`config.mk`:
```
export PLATFORM = sky130hd
export DESIGN_NAME = led_scan_drv
export DESIGN_NICKNAME = d
export VERILOG_FILES = /design/src/rtl/led_scan_drv.sv
export SDC_FILE = /design/constraint.sdc
export NUM_CORES = 1
export LEC_CHECK = 0
export BUFFER_PORTS_ARGS = -buffer_cell sky130_fd_sc_hd__buf_2
export CELL_PAD_IN_SITES_DETAIL_PLACEMENT = 1
export CELL_PAD_IN_SITES_GLOBAL_PLACEMENT = 1
export CORE_UTILIZATION = 44
export CTS_BUF_LIST = sky130_fd_sc_hd__clkbuf_8 sky130_fd_sc_hd__clkbuf_16
export CTS_CLUSTER_SIZE = 14
export DETAILED_ROUTE_END_ITERATION = 8
export GPL_TIMING_DRIVEN = 1
export PLACE_DENSITY = 0.85
export SYNTH_ARGS = -nofsm -noshare
export SYNTH_HDL_FRONTEND = slang
export SYNTH_SLANG_ARGS = --single-unit
```
`constraint.sdc`:
```
create_clock -name clk_i -period 6.02 [get_ports clk_i]
set_input_delay 0.602 -clock clk_i [delete_from_list [all_inputs] [get_ports clk_i]]
set_output_delay 0.602 -clock clk_i [all_outputs]
set_load 0.01 [all_outputs]
```
`src/rtl/led_scan_drv.sv`:
```
// Row-scanning LED matrix driver: loads one row of pixels into a column shadow,
// compares each against the PWM threshold latched at frame start, then shows the row.
module led_scan_drv #(
  parameter int ROWS      = 8,
  parameter int COLS      = 16,
  parameter int PWM_DEPTH = 8,
  parameter int ROW_HOLD  = 64,
  parameter int BLANK_CYC = 4,
  localparam int AW = $clog2(ROWS*COLS)
) (
  input  logic                 clk_i,
  input  logic                 rst_i,
  input  logic                 en_i,
  input  logic [PWM_DEPTH-1:0] pwm_cnt_i,
  output logic                 pix_rd_o,
  output logic [AW-1:0]        pix_addr_o,
  input  logic [PWM_DEPTH-1:0] pix_data_i,
  output logic [ROWS-1:0]      row_o,
  output logic [COLS-1:0]      col_o,
  output logic                 frame_end_o,
  output logic                 busy_o
);

  localparam int MAX_A = (BLANK_CYC > COLS + 1) ? BLANK_CYC : COLS + 1;
  localparam int MAX_C = (MAX_A > ROW_HOLD) ? MAX_A : ROW_HOLD;
  localparam int CW    = $clog2(MAX_C + 1);
  localparam int RW    = $clog2(ROWS);

  typedef enum logic [1:0] {IDLE, BLANK, LOAD, SHOW} state_t;

  state_t               state_reg, state_next;
  logic [CW-1:0]        cnt_reg, cnt_next;
  logic [RW-1:0]        row_reg, row_next;
  logic [PWM_DEPTH-1:0] thr_reg, thr_next;
  logic [COLS-1:0]      shadow_reg, shadow_next;
  logic                 frame_end_reg, frame_end_next;
  logic                 pix_gt;
  logic [AW-1:0]        col_idx;

  assign pix_gt = (pix_data_i > thr_reg);

  always_ff @(posedge clk_i or posedge rst_i) begin
    if (rst_i) begin
      state_reg     <= IDLE;
      cnt_reg       <= '0;
      row_reg       <= '0;
      thr_reg       <= '0;
      shadow_reg    <= '0;
      frame_end_reg <= 1'b0;
    end else begin
      state_reg     <= state_next;
      cnt_reg       <= cnt_next;
      row_reg       <= row_next;
      thr_reg       <= thr_next;
      shadow_reg    <= shadow_next;
      frame_end_reg <= frame_end_next;
    end
  end

  always_comb begin
    state_next     = state_reg;
    cnt_next       = cnt_reg;
    row_next       = row_reg;
    thr_next       = thr_reg;
    shadow_next    = shadow_reg;
    frame_end_next = 1'b0;
    case (state_reg)
      IDLE: begin
        if (en_i) begin
          state_next = BLANK;
          cnt_next   = '0;
          row_next   = '0;
          thr_next   = pwm_cnt_i;
        end
      end
      BLANK: begin
        if (cnt_reg == CW'(BLANK_CYC - 1)) begin
          state_next = LOAD;
          cnt_next   = '0;
        end else begin
          cnt_next = cnt_reg + CW'(1);
        end
      end
      LOAD: begin
        // Read data arrives one cycle after its strobe, so column k lands on count k+1.
        for (int i = 0; i < COLS; i++) begin
          if (cnt_reg == CW'(i + 1)) shadow_next[i] = pix_gt;
        end
        if (cnt_reg == CW'(COLS)) begin
          state_next = SHOW;
          cnt_next   = '0;
        end else begin
          cnt_next = cnt_reg + CW'(1);
        end
      end
      SHOW: begin
        if (cnt_reg == CW'(ROW_HOLD - 1)) begin
          cnt_next = '0;
          if (row_reg == RW'(ROWS - 1)) begin
            row_next       = '0;
            frame_end_next = 1'b1;
            if (en_i) begin
              state_next = BLANK;
              thr_next   = pwm_cnt_i;
            end else begin
              state_next = IDLE;
            end
          end else begin
            row_next   = row_reg + RW'(1);
            state_next = BLANK;
          end
        end else begin
          cnt_next = cnt_reg + CW'(1);
        end
      end
      default: state_next = IDLE;
    endcase
  end

  // On the final LOAD cycle the address stays on the last column.
  assign col_idx     = (cnt_reg >= CW'(COLS)) ? AW'(COLS - 1) : AW'(cnt_reg);
  assign pix_rd_o    = (state_reg == LOAD) && (cnt_reg < CW'(COLS));
  assign pix_addr_o  = (state_reg == LOAD) ? (AW'(row_reg) * AW'(COLS) + col_idx) : '0;
  assign row_o       = (state_reg == SHOW) ? (ROWS'(1) << row_reg) : '0;
  assign col_o       = (state_reg == SHOW) ? shadow_reg : '0;
  assign frame_end_o = frame_end_reg;
  assign busy_o      = (state_reg != IDLE);

endmodule

```
== Yosys cells after proc, flatten, opt, wreduce, memory -nomap -nowiden ==
Index checks and enable logic that the tools add are counted.
Storage, ports and cells
  bits of input ports: 19
  word-level logic and storage cells: 104
  bits in latches: 0
  memory bits (writable): 0
  output and inout port bits: 34
  register bits after elaboration: 37
  memories kept: 0
  memory bits (read-only): 0
Cells by class
  eq/ne operators: 26
  bitwise gates (word level): 0
  multiplexer cells: 27
  div/mod/pow operators: 0
  $lt $le $gt $ge: 3
  shift-type cells: 1
  reduce and logical (&&, ||, !) cells: 23
  add/sub/neg operators: 3
  multipliers: 0
Operators with widths (number)
  7-bit by 4-bit equality test with 1-bit output, second input constant: 8
  7-bit two-way mux: 6
  8-bit two-way mux: 4
  2-bit AND reduction: 16
  7-bit by 3-bit equality test with 1-bit output, second input constant: 4
  7-bit one-hot mux with 4 select lines: 1
  16-bit two-way mux: 1
  8-bit one-hot mux with 2 select lines: 1
  7-bit by 2-bit equality test with 1-bit output, second input constant: 2
  2-bit two-way mux: 5
  2-bit != test, second input constant: 5
  3-bit two-way mux: 3
  8-bit greater-than comparator: 1
  2-bit one-hot mux with 4 select lines: 1
  1-bit by 3-bit left shift with 8-bit output, first input constant: 1
  7-bit by 1-bit adder with 7-bit output, second input constant: 1
  7-bit adder: 1
  7-bit by 1-bit equality test with 1-bit output, second input constant: 1
  7-bit by 5-bit equality test with 1-bit output, second input constant: 1
  7-bit by 6-bit equality test with 1-bit output, second input constant: 1
  7-bit by 5-bit greater-or-equal comparator with 1-bit output, second input constant: 1
  7-bit by 5-bit < comparator with 1-bit output, second input constant: 1
  3-bit one-hot mux with 2 select lines: 1
  3-bit AND reduction: 2
  other kinds (9): 14

== Logic depth before layout (Yosys ltp) ==
  word-level depth: 4
  depth in mapped cells: 8
  gate-level depth less buffers: 7

== Worst setup path before layout ==
No wires, ideal clock.
  path kind: register -> register
  start: register cnt_reg[0]
  end: register state_reg[1]
  slack: 3677 ps
  clock period less this slack: 2343 ps
  setup time: 127 ps
  cell stages (with the launch flop): 8
  arrival time: 2216 ps
  buffers on the path: 1
  data required time: 5893 ps
  cells stage by stage: dfrtp_1 -> ha_1 -> nand3_2 -> or3_1 -> buf_2 -> a222oi_1 -> nand2_1 -> mux2_1
Between the ends
  cells in the longest elaborated chain, start to end: 3
  elaborated cells on any way between the ends: 7
  those cells by class: eq/ne: 6; reduce/logical: 1
RTL lines
  start, declared: RTL line 32  | logic [CW-1:0] cnt_reg, cnt_next;
  start signal, assigned: RTL line 52  | cnt_reg <= cnt_next;
  7-bit by 6-bit equality test with 1-bit output (tied with other cells): RTL line 97  | if (cnt_reg == CW'(ROW_HOLD - 1)) begin
  2-bit != test (no line)
  4-bit AND reduction (no line) *
  end signal, assigned: RTL line 51  | state_reg <= state_next;
  end, declared: RTL line 31  | state_t state_reg, state_next;
Every way passes the cells marked *; elsewhere a longest branch is shown, timed or not.
A chain may end at the register's enable or synchronous reset.

== Worst setup path after layout ==
  start: register state_reg[0]
  end: register thr_reg[4]
Between the ends
  cells in the longest elaborated chain, start to end: 3
  elaborated cells on any way between the ends: 7
  those cells by class: eq/ne: 3; mux: 1; reduce/logical: 3
RTL lines
  2-bit equality test / 2-bit zero test (equally long branches): RTL line 67  | case (state_reg)
  2-bit != test (no line) / 2-bit nonzero test (equally long branches)
  3-bit AND reduction (no line)
  end signal, assigned: RTL line 54  | thr_reg <= thr_next;
  end, declared: RTL line 34  | logic [PWM_DEPTH-1:0] thr_reg, thr_next;
Parallel ways exist; a longest one is shown, timed or not.

==> metrics.csv <==
stage,metric,value,unit
finish,most-common-layout-cells,"52 x buf_2, 37 x dfrtp_1, 24 x mux2_2",
cts,cts.clk_slew.worst_paths,0.07,ns
routing,vias,1972,
timing,tns,0,ns
routing,drt-vias-per-instance,5.39,
yosys,synth_ff_type,dfrtp_1,
routing,wl,5870,um
place,dp_hpwl,4340,um
pwr,ir_worst_vdd,0.000256,V
grt,grt_start_max_net_pins,38,
timing,relSlewSlack,37.6,%
finish,final_cell_count_no_fill,366,
place,finalWeightedCongestion,0.809,
routing,antenna_left,0,
setup_path,crit_slowest_cell,ha_1,
yosys,synth_top_area_cell,dfrtp_1,
timing,skew,0.00775,ns
pwr,p_int,614,uW
pwr,total_power,1070,uW
grt,grt_pass1_vias,2023,
setup_path,arrival,2.93,ns
setup_path,cp_slowest_stage_delay,0.80,ns
yosys,syn_area,2390,um2
setup_path,path_class,flop to flop,
cts,cts_hold_buf,0,
run,drv_cap,0,
pwr,switchingPower,455,uW
grt,antenna_found_initial,0,
yosys,avgSynthCellArea,9.66,um2
routing,wl_per_cell,16.0,um
finish,largest_reg_flops,16,
grt,grtUsageTotal,22.4,%
cts,cts_buffers,5,
floorplan,die_w,75.6,um
routing,first_iter_violations,112,
finish,nNetsFinal,340,
floorplan,start_util,46.1,%
grt,grt_pass1_wl,9520,um
pwr,combPwrFrac,48.1,%
timing,worst_slew_pin_slew,0.936,ns
yosys,ys_ff_latch,37,
setup_path,path_cells,ha_1 -> inv_1 -> nor3_1 -> o21ai_1 -> mux2_2,
pwr,pwr-share-seq,36.5,%
floorplan,io_pins,53,
finish,utilization,53.7,%
cts,cts_setup_buffers,0,
yosys,synth_cell_type_count,43,
floorplan,die-area,5720,um2
finish,layout.cells.most_common,buf_2,
pwr,switching_share,42.6,%
run_status,status,completed,
cts,htree_levels,2,
yosys,ys_seq_area_share,38.8,%
finish,antennaDiodeCount,0,
timing,report.final.hold_viol_count,0,
grt,overflow,0,
yosys,async_flop_share,100,%
setup_path,path_max_fanout,32,
cts,cts_sinks,37,
floorplan,row_count,26,
pwr,clkPwrFrac,15.4,%
timing,clock.fmax,363,MHz
timing,maxSlewViolCount,0,
timing,period_share,45.8,%
yosys,synth_cells,247,
setup_path,start_kind,flop,
cts,cts_root_buf,clkbuf_8,
routing,drc,0,
min_path,hp-class,input port to asynchronous set/reset pin,
cts,cts_buffer_depth,2,
pwr,p_per_area,385,nW/um2
yosys,ys_warn_count,0,
cts,post_cts_resized,0,
place,portBuffers,52,
yosys,synth_area_leaders,"dfrtp_1 39%, ha_1 12%, mux2_2 11%",
yosys,synth_top_area_share,38.8,%
timing,setup_viol,0,
timing,rsz0062_at_grt,false,
cts,tritoncts,yes,
setup_path,end_kind,flop,
cts,insertion_delay,0.30,ns
routing,first_pass_iters,5,
finish,drive_above_1_share,29.4,%
floorplan,core_area,5170,um2
yosys,synth_edf_count,0,
pwr,p_leak,0.00145,uW
floorplan,die_h,75.6,um
place,dp_cells,360,
setup_path,crit_required,6.20,ns
finish,layout-area-overhead-vs-synth,16.4,%
timing,period_minus_slack,2.76,ns
==> synth_stat cells (2+ instances only) <==
library cell	instances
a21boi_0	2
xor2_1	3
and2_1	22
nor4_1	2
nor2b_1	3
and3_1	10
o21a_1	2
o21ai_0	11
or3_1	2
nor3_1	4
nor2_1	8
dfrtp_1	37
nand4_1	4
clkbuf_1	10
a21oi_1	8
mux2_2	24
inv_1	18
nand2_1	17
nand3_1	14
ha_1	23
==> power groups by stage <==
stage	registers (uW)	logic (uW)	clock network, uW
floorplan	368	386	0
global placement	385	491	0
detailed placement	395	519	0
CTS	391	521	166
global route	403	578	176
finish	390	513	165
==> critical path: cells and delay by family, from the launching register on <==
kind,cells,cell delay (ns)
compound gates,1,0.34
flops,1,0.42
simple gates,1,0.41
fa+ha+maj,1,0.80
buf+inv,1,0.30
mux,1,0.37
==> layer usage <==
layer	routed length, um	GRT usage [%]
met3	204	4.50
met1	2760	29.4
met5	0	0
met4	75	7.61
met2	2830	37.1
==> stage by stage <==
stage | instance area (um2) | setup WS, ns | hold WS, ns
floorplan | 2390 | 3.68 | 0.470
global placement | 2700 | 3.44 | 0.479
detailed placement | 2700 | 3.24 | 0.491
CTS | 2780 | 3.22 | 0.433
global route | 2780 | 3.01 | 0.455
finish | 2780 | 3.26 | 0.415
==> kinds of logic after synthesis <==
group                    after synthesis  share of synthesized area (%)
AND/OR/NAND/NOR                       90                           20.2
AO/OA/AOI/OAI                         37                           10.2
flip-flops                            37                           38.8
buffers and inverters                 30                           4.77
multiplexers                          25                           11.8
adder cells (fa/ha/maj)               24                           12.9
XOR/XNOR                               3                           1.10
other                                  1                          0.157
==> final cells by class <==
class                      instances  area, um2
clock buffer                       5       68.8
clock inverter                     1       5.00
fill                             637       2400
inverter                          19       71.3
multi-input combinational        181       1350
sequential                        37        926
tap                               70       87.6
timing repair buffer              53        268
==> worst paths after layout <==
check / start / end / slack, ns / depth (start not counted)
max: state_reg[0] / thr_reg[4] / 3.26 / 5
min in group clk_i: shadow_reg[8] / shadow_reg[8] / 0.50 / 1
max reg2reg: state_reg[0] / thr_reg[4] / 3.26 / 5
min reg2reg: shadow_reg[8] / shadow_reg[8] / 0.50 / 1
max in group asynchronous: rst_i / row_reg[0] / 5.26 / 3
min: rst_i / row_reg[1] / 0.41 / 3
No activity file was read; power rests on OpenSTA's default activity.
